`src/rtl/control_pkg.sv`:
```
// Shared encodings for the multicycle RV32I control path: states, opcodes, mux selects, control bundle.
package control_pkg;

   typedef enum logic [3:0] {
      S_FETCH      = 4'd0,
      S_DECODE     = 4'd1,
      S_MEMADR     = 4'd2,
      S_MEMREAD    = 4'd3,
      S_MEMWB      = 4'd4,
      S_MEMWRITE   = 4'd5,
      S_EXECUTER   = 4'd6,
      S_EXECUTEI   = 4'd7,
      S_ALUWB      = 4'd8,
      S_BRANCHIFEQ = 4'd9,
      S_JAL        = 4'd10
   } state_t;

   localparam logic [6:0] OP_LOAD   = 7'b0000011;
   localparam logic [6:0] OP_STORE  = 7'b0100011;
   localparam logic [6:0] OP_RTYPE  = 7'b0110011;
   localparam logic [6:0] OP_ITYPE  = 7'b0010011;
   localparam logic [6:0] OP_BRANCH = 7'b1100011;
   localparam logic [6:0] OP_JAL    = 7'b1101111;

   localparam logic [1:0] ALU_OP_ADD   = 2'b00;
   localparam logic [1:0] ALU_OP_SUB   = 2'b01;
   localparam logic [1:0] ALU_OP_FUNCT = 2'b10;

   localparam logic [1:0] SRC_A_PC    = 2'b00;
   localparam logic [1:0] SRC_A_OLDPC = 2'b01;
   localparam logic [1:0] SRC_A_RD1   = 2'b10;

   localparam logic [1:0] SRC_B_RD2  = 2'b00;
   localparam logic [1:0] SRC_B_IMM  = 2'b01;
   localparam logic [1:0] SRC_B_FOUR = 2'b10;

   localparam logic [1:0] RES_ALUOUT = 2'b00;
   localparam logic [1:0] RES_MEM    = 2'b01;
   localparam logic [1:0] RES_ALU    = 2'b10;

   typedef struct packed {
      logic       pc_update;
      logic       branch;
      logic       adr_src;
      logic       mem_write;
      logic       ir_write;
      logic       reg_write;
      logic [1:0] result_src;
      logic [1:0] alu_src_a;
      logic [1:0] alu_src_b;
      logic [1:0] alu_op;
   } ctrl_t;

endpackage

```
`src/rtl/control_output_decoder.sv`:
```
// Combinational Moore decode of the control state into the datapath control bundle.
module control_output_decoder
   import control_pkg::*;
(
   input  state_t state_i,
   output ctrl_t  ctrl_o
);

   always_comb begin
      ctrl_o = '0;
      unique case (state_i)
         S_FETCH: begin
            ctrl_o.ir_write   = 1'b1;
            ctrl_o.pc_update  = 1'b1;
            ctrl_o.alu_src_a  = SRC_A_PC;
            ctrl_o.alu_src_b  = SRC_B_FOUR;
            ctrl_o.alu_op     = ALU_OP_ADD;
            ctrl_o.result_src = RES_ALU;
         end
         // Branch target precompute: old_pc + imm parked in alu_out
         S_DECODE: begin
            ctrl_o.alu_src_a = SRC_A_OLDPC;
            ctrl_o.alu_src_b = SRC_B_IMM;
         end
         S_MEMADR: begin
            ctrl_o.alu_src_a = SRC_A_RD1;
            ctrl_o.alu_src_b = SRC_B_IMM;
         end
         S_MEMREAD: begin
            ctrl_o.adr_src    = 1'b1;
            ctrl_o.result_src = RES_ALUOUT;
         end
         S_MEMWB: begin
            ctrl_o.result_src = RES_MEM;
            ctrl_o.reg_write  = 1'b1;
         end
         S_MEMWRITE: begin
            ctrl_o.adr_src    = 1'b1;
            ctrl_o.mem_write  = 1'b1;
            ctrl_o.result_src = RES_ALUOUT;
         end
         S_EXECUTER: begin
            ctrl_o.alu_src_a = SRC_A_RD1;
            ctrl_o.alu_src_b = SRC_B_RD2;
            ctrl_o.alu_op    = ALU_OP_FUNCT;
         end
         S_EXECUTEI: begin
            ctrl_o.alu_src_a = SRC_A_RD1;
            ctrl_o.alu_src_b = SRC_B_IMM;
            ctrl_o.alu_op    = ALU_OP_FUNCT;
         end
         S_ALUWB: begin
            ctrl_o.result_src = RES_ALUOUT;
            ctrl_o.reg_write  = 1'b1;
         end
         S_BRANCHIFEQ: begin
            ctrl_o.alu_src_a  = SRC_A_RD1;
            ctrl_o.alu_src_b  = SRC_B_RD2;
            ctrl_o.alu_op     = ALU_OP_SUB;
            ctrl_o.result_src = RES_ALUOUT;
            ctrl_o.branch     = 1'b1;
         end
         S_JAL: begin
            ctrl_o.alu_src_a  = SRC_A_OLDPC;
            ctrl_o.alu_src_b  = SRC_B_FOUR;
            ctrl_o.result_src = RES_ALUOUT;
            ctrl_o.pc_update  = 1'b1;
         end
         default: ctrl_o = '0;
      endcase
   end

endmodule

```
`src/rtl/multicycle_control_fsm.sv`:
```
// Main control FSM of the multicycle RV32I core.
// Define CONTROL_MEM_STALL_EN to add mem_ready and hold FETCH/MEMREAD/MEMWRITE until it is sampled high.
module multicycle_control_fsm
   import control_pkg::*;
(
   input  logic       clk,
   input  logic       reset_n,
   input  logic [6:0] opcode,
   input  logic       zero,
`ifdef CONTROL_MEM_STALL_EN
   input  logic       mem_ready,
`endif
   output logic       pc_write,
   output logic       adr_src,
   output logic       mem_write,
   output logic       ir_write,
   output logic       reg_write,
   output logic [1:0] result_src,
   output logic [1:0] alu_src_a,
   output logic [1:0] alu_src_b,
   output logic [1:0] alu_op,
   output logic       branch,
   output logic       illegal,
   output logic [3:0] state
);

   state_t state_q, state_d;
   logic   illegal_q, illegal_d;
   logic   mem_wait_c;
   state_t dec_state_c;
   ctrl_t  ctrl_c;

`ifdef CONTROL_MEM_STALL_EN
   assign mem_wait_c = ~mem_ready;
`else
   assign mem_wait_c = 1'b0;
`endif

   always_ff @(posedge clk) begin
      if (!reset_n) begin
         state_q   <= S_FETCH;
         illegal_q <= 1'b0;
      end else begin
         state_q   <= state_d;
         illegal_q <= illegal_d;
      end
   end

   always_comb begin
      state_d   = state_q;
      illegal_d = illegal_q;
      unique case (state_q)
         S_FETCH:    if (!mem_wait_c) state_d = S_DECODE;
         S_DECODE: begin
            unique case (opcode)
               OP_LOAD, OP_STORE: state_d = S_MEMADR;
               OP_RTYPE:          state_d = S_EXECUTER;
               OP_ITYPE:          state_d = S_EXECUTEI;
               OP_BRANCH:         state_d = S_BRANCHIFEQ;
               OP_JAL:            state_d = S_JAL;
               default: begin
                  state_d   = S_FETCH;
                  illegal_d = 1'b1;
               end
            endcase
         end
         S_MEMADR:     state_d = (opcode == OP_LOAD) ? S_MEMREAD : S_MEMWRITE;
         S_MEMREAD:    if (!mem_wait_c) state_d = S_MEMWB;
         S_MEMWB:      state_d = S_FETCH;
         S_MEMWRITE:   if (!mem_wait_c) state_d = S_FETCH;
         S_EXECUTER:   state_d = S_ALUWB;
         S_EXECUTEI:   state_d = S_ALUWB;
         S_ALUWB:      state_d = S_FETCH;
         S_BRANCHIFEQ: state_d = S_FETCH;
         S_JAL:        state_d = S_ALUWB;
         default:      state_d = S_FETCH;
      endcase
   end

   // Held in reset: selects show FETCH, all strobes suppressed
   assign dec_state_c = reset_n ? state_q : S_FETCH;

   control_output_decoder u_dec (
      .state_i (dec_state_c),
      .ctrl_o  (ctrl_c)
   );

   assign pc_write   = reset_n & (ctrl_c.pc_update | (ctrl_c.branch & zero));
   assign ir_write   = reset_n & ctrl_c.ir_write;
   assign mem_write  = reset_n & ctrl_c.mem_write;
   assign reg_write  = reset_n & ctrl_c.reg_write;
   assign adr_src    = ctrl_c.adr_src;
   assign result_src = ctrl_c.result_src;
   assign alu_src_a  = ctrl_c.alu_src_a;
   assign alu_src_b  = ctrl_c.alu_src_b;
   assign alu_op     = ctrl_c.alu_op;
   assign branch     = ctrl_c.branch;
   assign illegal    = illegal_q;
   assign state      = 4'(state_q);

endmodule

```
`config.mk`:
```
export PLATFORM = sky130hd
export DESIGN_NAME = multicycle_control_fsm
export DESIGN_NICKNAME = d
export VERILOG_FILES = /design/src/rtl/control_pkg.sv /design/src/rtl/control_output_decoder.sv /design/src/rtl/multicycle_control_fsm.sv
export SDC_FILE = /design/constraint.sdc
export NUM_CORES = 1
export LEC_CHECK = 0
export ABC_CLOCK_PERIOD_IN_PS = 1100
export CAP_MARGIN = 20
export CORE_MARGIN = 4
export CORE_UTILIZATION = 34
export CTS_BUF_LIST = sky130_fd_sc_hd__clkbuf_4 sky130_fd_sc_hd__clkbuf_8 sky130_fd_sc_hd__clkbuf_16
export DETAILED_ROUTE_END_ITERATION = 6
export HOLD_SLACK_MARGIN = 0.02
export PLACE_DENSITY = 0.84
export SYNTH_ARGS = -nofsm -noshare
export SYNTH_HDL_FRONTEND = slang
export SYNTH_SLANG_ARGS = --single-unit
```
`constraint.sdc`:
```
create_clock -name clk -period 1.1 [get_ports clk]
set_input_delay 0.165 -clock clk [delete_from_list [all_inputs] [get_ports clk]]
set_output_delay 0.165 -clock clk [all_outputs]
set_load 0.02 [all_outputs]
```
# [Word-level counts from Yosys, hierarchy flattened]
# Cells that the tools add are included.
[totals] register_bits=5 inputBits=10 out_inout_bits=19 word_cells=56
[classes] n_eq_ne=22 muxes=13 bitwise=7 reduce_logical=12
[ops] cell="4-bit case mux with 5 select lines" count=3
[ops] cell="4-bit by 3-bit equality test with 1-bit output, second input constant" count=6
[ops] cell="4-bit by 2-bit equality test with 1-bit output, second input constant" count=4
[ops] cell="4-bit equality test, second input constant" count=4
[ops] cell="7-bit by 6-bit equality test with 1-bit output, second input constant" count=2
[ops] cell="7-bit equality test, second input constant" count=2
[ops] cell="2-bit OR reduction" count=7
[ops] cell="4-bit by 1-bit equality test with 1-bit output, second input constant" count=2
[ops] cell="4-bit logical NOT" count=2
[ops] cell="2-bit case mux with 2 select lines" count=2
[ops] cell="7-bit by 2-bit equality test with 1-bit output, second input constant" count=1
[ops] cell="7-bit by 5-bit equality test with 1-bit output, second input constant" count=1
[ops] cell="1-bit two-way mux" count=6
[ops] cell="6-bit OR reduction" count=1
[ops] cell="1-bit bitwise AND" count=5
[ops] cell="4-bit two-way mux" count=1
[ops] cell="3-bit two-way mux" count=1
[ops] cell="3-bit OR reduction" count=1
[ops] cell="2-bit AND reduction" count=1
[ops] cell="1-bit inverter" count=1
[ops] cell="1-bit OR" count=1

# [Logic depth before layout (Yosys ltp)]
[depth] ltp_word=6 ltp_mapped=5 mapped_depth_nobuf=4

# [By module]
# Synthesis repeated with hierarchy kept, for this count alone.
[unflattened] cells_unflattened=75 area_unflattened_um2=581.8
[by_module_without_submodules] mod="multicycle_control_fsm" n_inst=1 cells_per_inst=47 area_per_inst_um2=381.6 seq_area_each_um2=100.1
[by_module_without_submodules] mod="control_output_decoder" n_inst=1 cells_per_inst=28 area_per_inst_um2=200.2 seq_area_each_um2=0.0

# [Worst setup path after synthesis]
# No wires, ideal clock.
[synth_timing] path_kind="register to output" startpoint="reg state_q[1] (netlist: state[1])" endpoint="out adr_src" arrival_ns=1.520 required_time_ns=0.935 path_slack_ns=-0.585 stages_incl_launch_ff=4 n_path_buf=1 cell_sequence="dfxtp_1 -> buf_2 -> xnor2_1 -> nor4b_1"
[synth_via] elab_chain_cells=4 elab_cells_between_ends=5 classes_between="eq/ne: 2; mux: 2; reduce/logical: 1"
[synth_lines] element="start: declaration" line_no="multicycle_control_fsm.sv:27" text="state_t state_q, state_d;"
[synth_lines] element="start signal: assignment" line_no="multicycle_control_fsm.sv:44" text="state_q <= state_d;"
[synth_lines] element="4-bit two-way mux *" line_no="multicycle_control_fsm.sv:81" text="assign dec_state_c = reset_n ? state_q : S_FETCH;"
[synth_lines] element="4-bit by 2-bit equality test with 1-bit output or 4-bit by 3-bit equality test with 1-bit output (tied branches)" line_no="control_output_decoder.sv:11" text="unique case (state_i)"
[synth_lines] element="2-bit OR reduction (no source line) *"
[synth_lines] element="1-bit two-way mux *" line_no="control_output_decoder.sv:11"
[synth_lines] element="end: declaration" line_no="multicycle_control_fsm.sv:14" text="output logic adr_src,"
# Every way passes the cells marked *; elsewhere a longest branch is shown, timed or not.

# [Worst setup path in the final report]
[layout_timing] startpoint="reg state_q[1] (netlist: state[1])" endpoint="out alu_src_a[0]"
[layout_via] elab_chain_cells=4 elab_cells_between_ends=11 classes_between="eq/ne: 6; mux: 2; reduce/logical: 3"
[layout_lines] element="4-bit two-way mux *" line_no="multicycle_control_fsm.sv:81"
[layout_lines] element="4-bit by 3-bit equality test with 1-bit output (tied with other cells)" line_no="control_output_decoder.sv:11"
[layout_lines] element="2-bit OR reduction (no source line)"
[layout_lines] element="4-bit case mux with 5 select lines *" line_no="control_output_decoder.sv:11"
[layout_lines] element="end: declaration" line_no="multicycle_control_fsm.sv:19" text="output logic [1:0] alu_src_a,"
# Marked as above.

==> run_results.csv <==
group,metric,value,unit
status,outcome,"complete, but fails checks",
status,violations,"setup timing",
placement,numPortBuffers,28,
synthesis,avgSynthCellArea,7.302,um2
drt,vias_per_cell,5.735,
final_layout,nets,146,
power,p_leak,0.5640,nW
final_layout,n_antenna_cell,0,
sta,max-slew-margin-rel,80.83,%
sta,fmax,631.5,MHz
synthesis,synth_top_area_cell,"dfxtp_1",
placement,placed_cell_area,1099,um2
worst_setup_path,cp_data_arrival_time,1.42,ns
synthesis,synth_top_cell_area_share,18.78,%
synthesis,seq_area_frac_synth,18.78,%
sta,max_slew.worst_pin.slew,0.2859,ns
floorplan,dieHeight,47.60,um
drt,drt_iter0_drc,20,
synthesis,synth_seq_cells,5,
sta,setup_viol,20,
floorplan,die_x,47.60,um
worst_setup_path,cp.required,0.94,ns
clock_tree,numCtsBuffers,3,
synthesis,synth.most_common_cell,"nand2_1",
placement,pre_cts_ws,-0.8252,ns
floorplan,initial_utilization,35.80,%
global_route,antenna_found_initial,0,
worst_setup_path,cp_max_fo,6,
clock_tree,cts_buffer_depth,2,
drt,drt_wl_total,2962,um
global_route,grt_pass1_vias,831,
floorplan,pin_count,29,
synthesis,synth_nets,83,
worst_setup_path,start_kind,"flop",
sta,worst_slack,-0.4836,ns
worst_setup_path,ff2ff_setup_slack,-0.28,ns
synthesis,synth_common_cells,"nand2_1, nor2_1, nor3_1, a21oi_1, dfxtp_1",
sta,period_minus_slack,1.584,ns
clock_tree,hold_buffers,0,
worst_setup_path,critPathKind,"flop to output pin",
drt,ant_nets,0,
sta,rsz0062_at_grt,"true",
worst_setup_path,reg2reg_from,"state[1]",
synthesis,netlist_area,533.0,um2
sta,tns,-6.399,ns
clock_tree,htree_levels,1,
synthesis,ys.flop_type,"dfxtp_1",
sta,holdWs,0.4204,ns
sta,min_period_over_period,144.0,%
floorplan,die_area,2265,um2
drt,routedWlPerCell,19.62,um
worst_setup_path,rr_endpoint,"illegal",
synthesis,synthCells,73,
drt,first_pass_iters,4,
final_layout,layout.cells.non_filler,151,
global_route,grtUsageTotal,23.52,%
global_route,grt_max_degree,11,
drt,num_vias,866,
floorplan,core_area,1489,um2
power,p_per_area,584.8,nW/um2
min_path,worstHoldStart,"opcode[5]",
final_layout,areaGrowthSynthToFinish,149.1,%
sta,hold_violations,0,
clock_tree,insertion_delay,0.26,ns
worst_setup_path,critPathCaptureType,"output pin",
floorplan,rows,14,
min_path,min_path_type,"input pin to flop",
placement,placed_cells,135,
clock_tree,cts-root-buf,"clkbuf_4",
placement,globalplace.congestion,0.8388,
sta,final-max-slew-violation-count,0,
synthesis,async_flop_share,0,%
power,total_power,0.7764,mW
synthesis,ys_types,36,
min_path,holdPathStages,3,
final_layout,final_area,1328,um2
run,maxCapViolations,0,
sta,clock_skew,0.009777,ns
worst_setup_path,r2r_cells,7,
global_route,overflow,0,
synthesis,synth_area_leaders,"dfxtp_1, nand2_1, nor3_1",
placement,hpwl,1560,um
min_path,holdPathEnd,"state[1]",
clock_tree,cts.sinks,5,
final_layout,finalCoreUtilization,89.16,%
power,ir_worst_vdd,0.5143,mV
final_layout,drive_gt1_share,74.81,%
drt,drcViolationCount,0,
clock_tree,path_clk_slew,0.05,ns
synthesis,ys_warn_count,0,
clock_tree,tritoncts,"yes",
global_route,grt_pass1_wl,3657,um
synthesis,synth_edf_count,0,
-- area by class of cell --
type	instances	area, um2
Inverter	2	10.01
Tap cell	16	20.02
Fill cell	68	161.4
Clock buffer	4	30.03
Timing Repair Buffer	64	564.3
Multi-Input combinational cell	60	588.1
Sequential cell	5	115.1
-- cell usage in the layout (no fill, tap or decap), types with 2 or more instances in the layout --
cell type        count
dlygate4sd2_1        7
nor2_1               3
clkdlybuf4s50_1      2
xor2_1               2
xnor2_4              2
clkbuf_4             4
and3_4               2
a21oi_2              4
a21oi_1              2
nand2_2              2
buf_6               16
nor3_2               7
nand2_1              8
nor2_4               4
buf_4               37
dfxtp_4              4
-- how the worst max path moves through the flow --
stage	from	end	slack, ns	cells after the start
after global routing	state[1]	alu_src_a[0]	-0.51	5
after floorplan	state[0]	pc_write	-0.16	4
after global placement	reset_n	alu_src_b[0]	-0.80	4
final	state[1]	alu_src_a[0]	-0.48	5
after CTS	state[1]	alu_src_a[0]	-0.43	5
after detailed placement	reset_n	alu_src_b[0]	-0.83	4
-- sequential cells by signal (all words and copies together), names as in the netlist --
register and flops:
state 4, illegal 1
-- cells by family (layout without fill, tap and decap cells) --
group | Yosys count | after routing | synth area share, %
simple gates | 40 | 40 | 43.20
compound gates | 16 | 16 | 23.71
buf+inv | 8 | 70 | 7.743
flops | 5 | 5 | 18.78
xor+xnor | 4 | 4 | 6.574
-- layer usage --
metal	wire length [um]	GRT usage (%)
met1	1043	23.23
met2	1620	44.39
met3	151	3.383
met4	147	16.13
met5	0	0
-- worst max-delay path, stage by stage (launching register included) --
cell and delay (ns):
dfxtp_4 0.36, and2b_4 0.30, and2b_1 0.18, a21oi_2 0.05, nor2_2 0.12, buf_6 0.14
-- power by group --
part           leakage, nW  total, mW  switching, mW  internal, mW
Combinational        0.502      0.323          0.160         0.164
Clock               0.0184      0.259         0.0963         0.163
Sequential          0.0438      0.194         0.0124         0.181
-- what timing repair did --
item / 4_1_cts / 5_1_grt
buffers inserted: 7 / 5
gates resized for setup: 126 / 12
setup endpoints to repair: 24 / 23
pin swaps: 13 / 4
(Power assumes the default switching activity.)
